===== src/rtl/cpu_loader.sv =====
// Serial boot/monitor: loads program RAM from UART bytes, starts/stops the cpu,
// and reports status and halt events back over the UART transmitter.
module cpu_loader #(
  parameter int unsigned addr_width = 9,
  parameter int unsigned TIMEOUT    = 1200000
) (
  input  logic                  clk,
  input  logic                  reset,
  input  logic [7:0]            rx_data,
  input  logic                  rx_valid,
  output logic [7:0]            tx_data,
  output logic                  tx_valid,
  input  logic                  tx_ready,
  output logic [addr_width-1:0] mem_waddr,
  output logic [7:0]            mem_data_in,
  output logic                  mem_write,
  output logic                  mem_owner,
  output logic                  cpu_reset,
  output logic [addr_width-1:0] start_address,
  input  logic                  cpu_halted
);

  localparam int unsigned TW = $clog2(TIMEOUT + 1);

  typedef enum logic [2:0] {IDLE, AHI, ALO, NHI, NLO, DATA, RESP} state_t;

  state_t                state, nxt_state;
  logic                  cmd_go, nxt_cmd_go;
  logic [15:0]           addr, nxt_addr;
  logic [15:0]           count, nxt_count;
  logic [TW-1:0]         timer, nxt_timer;
  logic                  running, nxt_running;
  logic                  halt_pending, nxt_halt_pending;
  logic                  halted_q;
  logic [addr_width-1:0] nxt_waddr, nxt_start;
  logic [7:0]            nxt_wdata, nxt_tx_data;
  logic                  nxt_write, nxt_tx_valid, nxt_cpu_reset;
  logic                  reply;
  logic [7:0]            reply_byte;
  logic [15:0]           rx_count;

  always_ff @(posedge clk or posedge reset) begin
    if (reset) begin
      state         <= IDLE;
      cmd_go        <= 1'b0;
      addr          <= '0;
      count         <= '0;
      timer         <= '0;
      running       <= 1'b0;
      halt_pending  <= 1'b0;
      halted_q      <= 1'b0;
      mem_waddr     <= '0;
      mem_data_in   <= '0;
      mem_write     <= 1'b0;
      tx_data       <= '0;
      tx_valid      <= 1'b0;
      cpu_reset     <= 1'b1;
      mem_owner     <= 1'b1;
      start_address <= '0;
    end else begin
      state         <= nxt_state;
      cmd_go        <= nxt_cmd_go;
      addr          <= nxt_addr;
      count         <= nxt_count;
      timer         <= nxt_timer;
      running       <= nxt_running;
      halt_pending  <= nxt_halt_pending;
      halted_q      <= cpu_halted;
      mem_waddr     <= nxt_waddr;
      mem_data_in   <= nxt_wdata;
      mem_write     <= nxt_write;
      tx_data       <= nxt_tx_data;
      tx_valid      <= nxt_tx_valid;
      cpu_reset     <= nxt_cpu_reset;
      mem_owner     <= nxt_cpu_reset;
      start_address <= nxt_start;
    end
  end

  always_comb begin
    nxt_state        = state;
    nxt_cmd_go       = cmd_go;
    nxt_addr         = addr;
    nxt_count        = count;
    nxt_timer        = '0;
    nxt_running      = running;
    nxt_halt_pending = halt_pending;
    nxt_waddr        = mem_waddr;
    nxt_wdata        = mem_data_in;
    nxt_write        = 1'b0;
    nxt_tx_data      = tx_data;
    nxt_tx_valid     = tx_valid;
    nxt_cpu_reset    = cpu_reset;
    nxt_start        = start_address;
    reply            = 1'b0;
    reply_byte       = 8'h00;
    rx_count         = {count[15:8], rx_data};

    // Address advances in the cycle after each write pulse
    if (mem_write) nxt_waddr = mem_waddr + addr_width'(1);

    if (cpu_halted && !halted_q && running) begin
      nxt_halt_pending = 1'b1;
      nxt_running      = 1'b0;
    end

    case (state)
      IDLE: begin
        if (rx_valid) begin
          case (rx_data)
            8'h4C: begin
              nxt_cpu_reset = 1'b1;
              nxt_running   = 1'b0;
              nxt_cmd_go    = 1'b0;
              nxt_state     = AHI;
            end
            8'h47: begin
              nxt_cmd_go = 1'b1;
              nxt_state  = AHI;
            end
            8'h52: begin
              nxt_cpu_reset = 1'b1;
              nxt_running   = 1'b0;
              reply         = 1'b1;
              reply_byte    = 8'h4B;
            end
            8'h53: begin
              reply      = 1'b1;
              reply_byte = {6'b0, cpu_halted, running};
            end
            default: begin
              reply      = 1'b1;
              reply_byte = 8'h3F;
            end
          endcase
        end else if (halt_pending) begin
          nxt_halt_pending = 1'b0;
          reply            = 1'b1;
          reply_byte       = 8'h48;
        end
      end
      AHI, ALO, NHI, NLO, DATA: begin
        if (rx_valid) begin
          case (state)
            AHI: begin
              nxt_addr[15:8] = rx_data;
              nxt_state      = ALO;
            end
            ALO: begin
              nxt_addr[7:0] = rx_data;
              if (cmd_go) begin
                nxt_start     = addr_width'({addr[15:8], rx_data});
                nxt_cpu_reset = 1'b0;
                nxt_running   = 1'b1;
                reply         = 1'b1;
                reply_byte    = 8'h4B;
              end else begin
                nxt_state = NHI;
              end
            end
            NHI: begin
              nxt_count[15:8] = rx_data;
              nxt_state       = NLO;
            end
            NLO: begin
              if (rx_count == 16'd0) begin
                reply      = 1'b1;
                reply_byte = 8'h4B;
              end else begin
                nxt_count = rx_count;
                nxt_waddr = addr_width'(addr);
                nxt_state = DATA;
              end
            end
            default: begin
              nxt_wdata = rx_data;
              nxt_write = 1'b1;
              nxt_count = count - 16'd1;
              if (count == 16'd1) begin
                reply      = 1'b1;
                reply_byte = 8'h4B;
              end
            end
          endcase
        end else if (timer == TW'(TIMEOUT - 1)) begin
          reply      = 1'b1;
          reply_byte = 8'h54;
        end else begin
          nxt_timer = timer + TW'(1);
        end
      end
      default: begin
        // RESP: tx_valid is held until the transmitter takes the byte
        if (tx_ready) begin
          nxt_tx_valid = 1'b0;
          nxt_state    = IDLE;
        end
      end
    endcase

    if (reply) begin
      nxt_tx_data  = reply_byte;
      nxt_tx_valid = 1'b1;
      nxt_state    = RESP;
      nxt_timer    = '0;
    end
  end

endmodule


===== config.mk =====
export PLATFORM = sky130hd
export DESIGN_NAME = cpu_loader
export DESIGN_NICKNAME = d
export VERILOG_FILES = /design/src/rtl/cpu_loader.sv
export SDC_FILE = /design/constraint.sdc
export NUM_CORES = 1
export LEC_CHECK = 0
export ABC_CLOCK_PERIOD_IN_PS = 5500
export BUFFER_PORTS_ARGS = -buffer_cell sky130_fd_sc_hd__buf_2
export CAP_MARGIN = 20
export CORE_MARGIN = 8
export CORE_UTILIZATION = 45
export DETAILED_ROUTE_END_ITERATION = 7
export HOLD_SLACK_MARGIN = 0.03
export PLACE_DENSITY = 0.68
export REMOVE_ABC_BUFFERS = 1
export SLEW_MARGIN = 20
export SYNTH_ARGS = -nofsm -noshare
export SYNTH_HDL_FRONTEND = slang
export SYNTH_SLANG_ARGS = --single-unit

===== constraint.sdc =====
create_clock -name clk -period 5.5 [get_ports clk]
set_input_delay 1.1 -clock clk [delete_from_list [all_inputs] [get_ports clk]]
set_output_delay 1.1 -clock clk [all_outputs]
set_load 0.01 [all_outputs]

# After elaboration in Yosys (flattened, before gate mapping)
# Index checks and enable logic that the tools add are counted.
[word_totals]
reg_bits = 90
output_inout_bits = 38
wordCells = 140
[op_classes]
add_sub_neg = 3
n_eq_ne = 24
n_mux = 65
n_bitwise = 4
reduce_logical = 27
[op_table]
columns = ["operator", "count"]
rows = [
  ["21-bit two-way mux", 4],
  ["9-bit two-way mux", 5],
  ["7-bit one-hot mux with 3 select lines", 2],
  ["7-bit two-way mux", 5],
  ["8-bit by 7-bit == test with 1-bit output, second input constant", 4],
  ["8-bit one-hot mux with 2 select lines", 2],
  ["1-bit two-way mux", 29],
  ["8-bit two-way mux", 3],
  ["8-bit one-hot mux with 3 select lines", 1],
  ["21-bit by 1-bit adder with 21-bit output, second input constant", 1],
  ["21-bit == test, second input constant", 1],
  ["3-bit two-way mux", 7],
  ["16-bit by 1-bit == test with 1-bit output, second input constant", 1],
  ["16-bit zero test", 1],
  ["16-bit by 1-bit subtractor with 16-bit output, second input constant", 1],
  ["2-bit != test, second input constant", 6],
  ["3-bit one-hot mux with 4 select lines", 1],
  ["3-bit AND reduction", 4],
  ["4-bit AND reduction", 3],
  ["9-bit by 1-bit adder with 9-bit output, second input constant", 1],
  ["3-bit != test, second input constant", 3],
  ["4-bit != test, second input constant", 2],
  ["1-bit one-hot mux with 2 select lines", 4],
  ["2-bit OR reduction", 4],
  ["20 further kinds", 28],
]

# Logic depth before layout (Yosys ltp)
# Gate-level depths: netlist of the first run.
[logic_depth]
ltp_word = 8
mapped_depth = 9
mapped_depth_nobuf = 7

# Worst setup path before layout of the first run
# Ideal clock, no wire load.
[synth_timing]
path_kind = "in2reg"
startpoint = "input port rx_data[3]"
endpoint = "register tx_data[0]"
setup_time_ns = 0.126
t_arrival_ns = 2.780
slack_ns = 2.594
cell_stages = 7
n_path_buf = 1
path_cell_list = "buf_2 or4_1 nor2_1 nand3_2 a211oi_4 nor4_2 a221o_1"
[synth_between]
elab_chain_cells = 5
word_cells_on_any_way = 18
cone_classes = "eq/ne (4); mux (12); reduce/logical (2)"
[synth_lines]
columns = ["element", "line_no", "rtl"]
rows = [
  ["start: declaration", "9", "input logic [7:0] rx_data,"],
  ["16-bit zero test / 8-bit by 7-bit == test with 1-bit output (equally long branches)", "166, 110", ""],
  ["7-bit two-way mux (tied with other cells)", "166", "if (rx_count == 16'd0) begin"],
  ["7-bit one-hot mux with 3 select lines (tied with other cells)", "144", "case (state)"],
  ["8-bit two-way mux (tied with other cells)", "143", "if (rx_valid) begin"],
  ["8-bit one-hot mux with 2 select lines / 1-bit one-hot mux with 2 select lines (equally long branches)", "107", "case (state)"],
  ["end signal: assignment", "72", "tx_data <= nxt_tx_data;"],
  ["end: declaration", "11", "output logic [7:0] tx_data,"],
]
# Several ways; a longest one is shown, not always the timed one.
# A chain may end at the register's enable or synchronous reset.

# Worst setup path after layout of the first run
[layout_timing]
startpoint = "input port rx_data[0]"
endpoint = "register state[1]"
[layout_between]
elab_chain_cells = 7
word_cells_on_any_way = 19
cone_classes = "eq/ne (8); mux (7); reduce/logical (4)"
[layout_lines]
columns = ["element", "line_no", "rtl"]
rows = [
  ["16-bit zero test / 8-bit by 7-bit == test with 1-bit output (equally long branches)", "166, 110", ""],
  ["1-bit two-way mux / 2-bit OR reduction (equally long branches)", "--", ""],
  ["1-bit one-hot mux with 3 select lines / 1-bit two-way mux (equally long branches)", "144, 110", ""],
  ["1-bit two-way mux (on tied branches)", "143, 109", ""],
  ["1-bit one-hot mux with 2 select lines", "107", ""],
  ["6-bit != test (no source line) (tied with other cells)", "--", ""],
  ["7-bit AND reduction (no source line)", "--", ""],
  ["end signal: assignment", "61", "state <= nxt_state;"],
  ["end: declaration", "27", "state_t state, nxt_state;"],
]
# Several ways; a longest one is shown, not always the timed one.

==> reports/qor.yml, run 1 <==
outcome:
  run_status: "finished clean"
finish:
  fin_nets: 505
  final_common_cell: "dfrtp_1"
  most-common-layout-cells: "87 x dfrtp_1, 71 x nor2_1, 49 x buf_2"
  areaGrowthSynthToFinish_pct: 10.9
  final_layout_size_suffix_gt1_share_pct: 22.3
  antenna_cells: 0
run:
  cap_violations: 0
global_route:
  leftover_overflow_at_the_end_of_global_routing: 0
  grt_first_pass_wirelength_um: 16400
  first_global_vias: 3330
  groute.usage.overall_pct: 15.4
  antenna_found_initial: 0
  pin_count_of_the_biggest_net_entering_global_routing: 77
power_and_ir_drop:
  leakage_nw: 2.14
  power.density_nw_per_um2: 471
  vdd_ir_drop_max_mv: 0.226
synth:
  async_reset_ff_share_pct: 100
  yosys_register_bits: 88
  syn_area_um2: 4460
  netlist.area_leader.share_pct: 48.8
  synth_cells: 453
  per_instance_average_area_after_synthesis_um2: 9.84
  ys.flop_type: "dfrtp_1"
  yosysUniqueCellTypes: 62
  synth_sequential_area_ratio_pct: 49.4
  synth_area_leader_cell: "dfrtp_1"
  synth.yosys.warnings: 0
  synth.top_cells.by_area: "dfrtp_1 49%, mux2_2 6.1%, nor2_1 6.0%"
  number_of_synthesized_flops_with_an_enable_pin: 0
clock_tree:
  cts.htree.levels: 3
  cts_root_buffer: "clkbuf_8"
  cts_buffers: 9
  post_cts.resized_instances: 0
  clk_pin_slew_ns: 0.09
  clock_tree.buffer_depth: 2
  holdBufCountCts: 0
  clk_latency_ns: 0.36
  cts.sink_count: 88
  cts_tree: "done"
  cts_post_setup_buffers_inserted: 0
setup_path:
  path_class: "in2reg"
  crit_required_ns: 5.70
  worst_setup_path_end_kind: "flip-flop"
  reg2reg_slack_ns: 2.91
  worstPathArrival_ns: 3.03
  crit_path_start_kind: "input port"
  critical_path_peak_fanout: 15
sta:
  timing.final.setup_violations: 0
  period_minus_slack_ns: 2.84
  final.setup_skew_ns: 0.0113
  max_slew.worst_pin.slew_ns: 0.972
  layout_worst_path_cycle_share_pct: 51.6
  max_slew_headroom_at_the_worst_pin_pct: 35.1
  max_slew_violation_total_from_the_final_report: 0
  final_hold_slack_ns: 0.461
  finalSetupTns_ns: 0
  max_freq_ghz: 0.353
  grt_setup_unrepaired: "no"
  final_hold_viol_count: 0
routing:
  vias: 3404
  wire_length_on_met1_um: 4570
  routed_wirelength_um: 9890
  drt_iter0_drc: 269
  first_pass_iters: 4
  vias_per_cell: 5.44
  routed-wl-met2_um: 4870
  met3RoutedLength_um: 296
  detail-route-antenna-nets: 0
  wl_cell_um: 15.8
  drc: 0
  highest_layer: "met4"
die:
  fp.dieArea_um2: 13300
  floorplan.initialDensity_pct: 46.0
  placementRows: 36
  fp.coreArea_um2: 9680
  die_h_um: 116
  pin_count: 51
  die_w_um: 116
hold_path:
  hold_path.class: "reg2reg"
placed_design:
  routabilityCongestion: 0.833
  hpwl_um: 6990
  io_buffer_count: 49
## kinds of logic (layout without fill, tap and decap cells)
logic type                 after synthesis  in the layout  synth area share [%]
buffers and inverters                   40             80                  3.82
and+or+nand+nor                        174            174                  20.0
muxes                                   25             25                  6.29
adders and majority gates                4              4                  1.12
DFF                                     88             88                  49.4
xor gates and xnor gates                28             28                  5.50
AOI/OAI and AO/OA                       93             93                  13.7
other                                    1              1                0.0841
## worst paths after layout
path	startpoint	to	cells after the start
worst min register to register	timer[0]$_DFF_PP0_	timer[0]$_DFF_PP0_	1
worst min-delay path	timer[0]$_DFF_PP0_	timer[0]$_DFF_PP0_	1
min in group asynchronous	reset	timer[2]$_DFF_PP0_	2
worst max register to register	state[2]$_DFFE_PP0P_	mem_waddr[7]$_DFF_PP0_	6
max in group asynchronous	reset	count[6]$_DFFE_PP0P_	3
worst max-delay path	rx_data[0]	state[1]$_DFFE_PP0P_	6
## registers in the layout, summed over array words and instances (netlist names)
register and cells:
timer 21, count 16, addr 9, mem_waddr 9, start_address 9, mem_data_in 8, tx_data 6, state 3
cmd_go 1, cpu_reset 1, halt_pending 1, halted_q 1, mem_write 1, running 1, tx_valid 1
## synthesized netlist by cell type (3+ instances only)
library cell / instances
a21oi_1: 27
a22oi_1: 4
a31oi_1: 6
and3_1: 5
buf_2: 7
buf_4: 3
clkbuf_1: 15
dfrtp_1: 87
ha_1: 4
inv_1: 13
mux2_2: 24
nand2_1: 20
nand2b_1: 6
nand3_1: 12
nand3b_1: 4
nand4_1: 8
nor2_1: 71
nor2b_1: 4
nor3_1: 13
nor3b_1: 3
nor4_1: 5
o21ai_0: 25
o22a_1: 3
o31a_1: 3
or2_2: 4
or3_1: 3
xnor2_1: 14
xor2_1: 14
## critical path: stages
cell and delay [ns]:
buf_2 0.19, or3b_2 0.50, a211oi_2 0.30, nor2_1 0.13, nor4_2 0.57, o221ai_1 0.23
## per-stage QoR
| step | worst slack [ns] | std cells | total power [mW] | instance area (µm²) | util, % |
|---|---|---|---|---|---|
| 6_report | 2.66 | 626 | 2.33 | 4940 | 51.0 |
| 5_1_grt | 2.56 | 626 | 2.50 | 4940 | 51.0 |
| 4_1_cts | 2.68 | 626 | 2.35 | 4940 | 51.0 |
| 3_5_place_dp | 2.30 | 610 | 1.93 | 4760 | 49.2 |
| 3_3_place_gp | 2.35 | 610 | 1.91 | 4760 | 49.2 |
| 2_1_floorplan | 2.12 | 426 | 1.63 | 4340 | - |
## power breakdown
group	switching (mW)	total [mW]	internal (mW)	leakage [nW]
clock	0.243	0.411	0.169	0.0915
sequential	0.195	1.04	0.849	1.12
combinational	0.485	0.873	0.387	0.928
## area by class of cell
type / count / area (µm²)
fill: 882 / 4740
clock inverter: 7 / 55.1
timing repair buffer: 51 / 260
sequential: 88 / 2200
inverter: 13 / 50.0
clock buffer: 9 / 124
multi-input combinational: 325 / 2080
tap: 133 / 166
## per-layer routing
metal,global-route usage [%],up-vias
li1,-,1651
met1,20.1,1691
met2,24.7,47
met3,3.75,15
met4,4.82,0
met5,0,-
No activity file was read; power rests on OpenSTA's default activity.
==> inputs of run 2 (changes only) <==
--- a/config.mk
+++ b/config.mk
@@ -5,7 +5,7 @@
 export SDC_FILE = /design/constraint.sdc
 export NUM_CORES = 1
 export LEC_CHECK = 0
-export ABC_CLOCK_PERIOD_IN_PS = 5500
+export ABC_CLOCK_PERIOD_IN_PS = 2750
 export BUFFER_PORTS_ARGS = -buffer_cell sky130_fd_sc_hd__buf_2
 export CAP_MARGIN = 20
 export CORE_MARGIN = 8
==> constraint.sdc (replaced) <==
create_clock -name clk -period 2.75 [get_ports clk]
set_input_delay 0.55 -clock clk [delete_from_list [all_inputs] [get_ports clk]]
set_output_delay 0.55 -clock clk [all_outputs]
set_load 0.01 [all_outputs]
==> run 2 against run 1 <==
Via count up 1.5%; setup slack got worse by 2.2 ns; cell area rose by 2.6%; clock skew up 0.00055 ns; combinational power increased by 110%; utilization is 1.3 points higher; sequential share of layout area down 1.1 points; critical path depth unchanged; sequential cell count unchanged; power up 110%; largest power group unchanged.
==> reports/qor.yml, run 2 (synthesized netlist as in run 1, its figures left out) <==
outcome:
  run_status: "finished clean"
clock_tree:
  clock_tree.buffer_depth: 2
  cts_buffers: 9
  cts_post_setup_buffers_inserted: 0
  cts.htree.levels: 3
  holdBufCountCts: 0
  cts.sink_count: 88
  cts_root_buffer: "clkbuf_8"
  cts_tree: "done"
  post_cts.resized_instances: 0
  clk_pin_slew_ns: 0.10
  clk_latency_ns: 0.35
routing:
  vias_per_cell: 5.42
  drc: 0
  drt_iter0_drc: 194
  wl_cell_um: 15.9
  vias: 3454
  detail-route-antenna-nets: 0
  routed_wirelength_um: 10100
  first_pass_iters: 4
setup_path:
  critical_path.max_stage_delay_ns: 0.58
  register_to_register_path_depth: 6
  worst-path-buf-inv: 1
  worst_setup_path_end_kind: "flip-flop"
  crit_path_start_kind: "flip-flop"
  startpoint: "state[2]$_DFFE_PP0P_"
  reg2reg_from: "state[2]$_DFFE_PP0P_"
  reg2reg_slack_ns: 0.42
  endpoint_of_the_most_critical_register_to_register_path: "state[0]$_DFFE_PP0P_"
  crit_required_ns: 3.00
  timing.critical_path.slowest_stage_cell: "dfrtp_1"
  worstPathArrival_ns: 2.57
  critical-path-top-delay-family: "simple AND/OR/NAND/NOR gates"
  critical_path_peak_fanout: 13
  path_class: "reg2reg"
  crit_path_cell_trace: "nor3_1, or3b_1, nor4_4, nor4_2, buf_4, a31o_2"
placed_design:
  hpwl_um: 7370
  detailedPlace.worstSlack_ns: 0.222
  routabilityCongestion: 0.834
  dp_cells: 621
  placed_area_um2: 4860
  io_buffer_count: 49
finish:
  fin_nets: 516
  antenna_cells: 0
  post_layout_nonfiller_instances: 637
  most-common-layout-cells: "87 x dfrtp_1, 71 x nor2_1, 49 x buf_2"
  final.fill_count: 881
  final_common_cell: "dfrtp_1"
  final_layout_size_suffix_gt1_share_pct: 24.0
  final_core_util_pct: 52.3
  areaGrowthSynthToFinish_pct: 13.7
  seq_area_um2: 2200
  largest_register_ff_count: 21
  layout.cell_area.non_filler_um2: 5070
  multi_input_logic_area_um2: 2080
  largest_registers: "timer (21), count (16)"
  max_flop_register: "timer"
power_and_ir_drop:
  power.density_nw_per_um2: 955
  switching_power_mw: 1.87
  finalPower_mw: 4.84
  power_frac_seq_pct: 42.6
  leakage_nw: 2.21
  power_switching_share_pct: 38.6
  power.clock.fraction_pct: 19.5
  internal_power_mw: 2.97
  vdd_ir_drop_max_mv: 0.457
  combinationalPowerShare_pct: 37.9
sta:
  layout_worst_path_cycle_share_pct: 84.6
  timing.final.setup_violations: 0
  final.setup_skew_ns: 0.0118
  max_slew_headroom_at_the_worst_pin_pct: 51.8
  max_slew_violation_total_from_the_final_report: 0
  max_freq_ghz: 0.430
  finalWorstSetupSlack_ns: 0.423
  period_minus_slack_ns: 2.33
  max_slew.worst_pin.slew_ns: 0.723
  final_hold_slack_ns: 0.278
  finalSetupTns_ns: 0
  grt_setup_unrepaired: "no"
  final_hold_viol_count: 0
die:
  pin_count: 51
  fp.dieArea_um2: 13300
  fp.coreArea_um2: 9680
  die_w_um: 116
  placementRows: 36
  die_h_um: 116
  floorplan.initialDensity_pct: 46.0
global_route:
  leftover_overflow_at_the_end_of_global_routing: 0
  antenna_found_initial: 0
  first_global_vias: 3346
  grt_first_pass_wirelength_um: 16700
  groute.usage.overall_pct: 15.6
  pin_count_of_the_biggest_net_entering_global_routing: 50
hold_path:
  hold_path.class: "in2async"
run:
  cap_violations: 0
## run 2: power groups by stage
stage	sequential (mW)	combinational (mW)	clock [mW]
floorplan	2.11	1.15	0
global placement	2.07	1.79	0
detailed placement	2.09	1.84	0
CTS	2.06	1.85	0.973
global route	2.13	2.06	1.02
finish	2.06	1.83	0.946
## run 2: cell type report
type	count	area share, %
clock inverters	6	1.43
inverters	13	0.987
multi-input cells	325	41.1
clock buffers	10	2.72
well taps	133	3.28
repair buffers	62	7.01
flip-flops and latches	88	43.5
## run 2: how the worst max path moves through the flow
stage                           endpoint  slack, ns  cells after the start
floorplan            addr[0]$_DFFE_PP0P_      -0.08                      1
global placement    state[0]$_DFFE_PP0P_       0.25                      8
detailed placement  state[1]$_DFFE_PP0P_       0.22                      7
CTS                 state[0]$_DFFE_PP0P_       0.43                      6
global route        state[1]$_DFFE_PP0P_       0.32                      6
finish              state[0]$_DFFE_PP0P_       0.42                      6
## run 2: worst register-to-register path: cells and delay by family (launching register included)
kind                   cells  cell delay (ns)
and+or+nand+nor            4             1.27
DFF                        1             0.58
AOI/OAI and AO/OA          1             0.22
buffers and inverters      1             0.17
## run 2: per-layer routing
layer,vias to the layer above,track usage (%),wire length [µm]
met4,0,4.73,113
met5,-,0,0
met1,1671,19.6,4400
li1,1691,-,-
met2,80,26.0,5050
met3,12,3.65,572
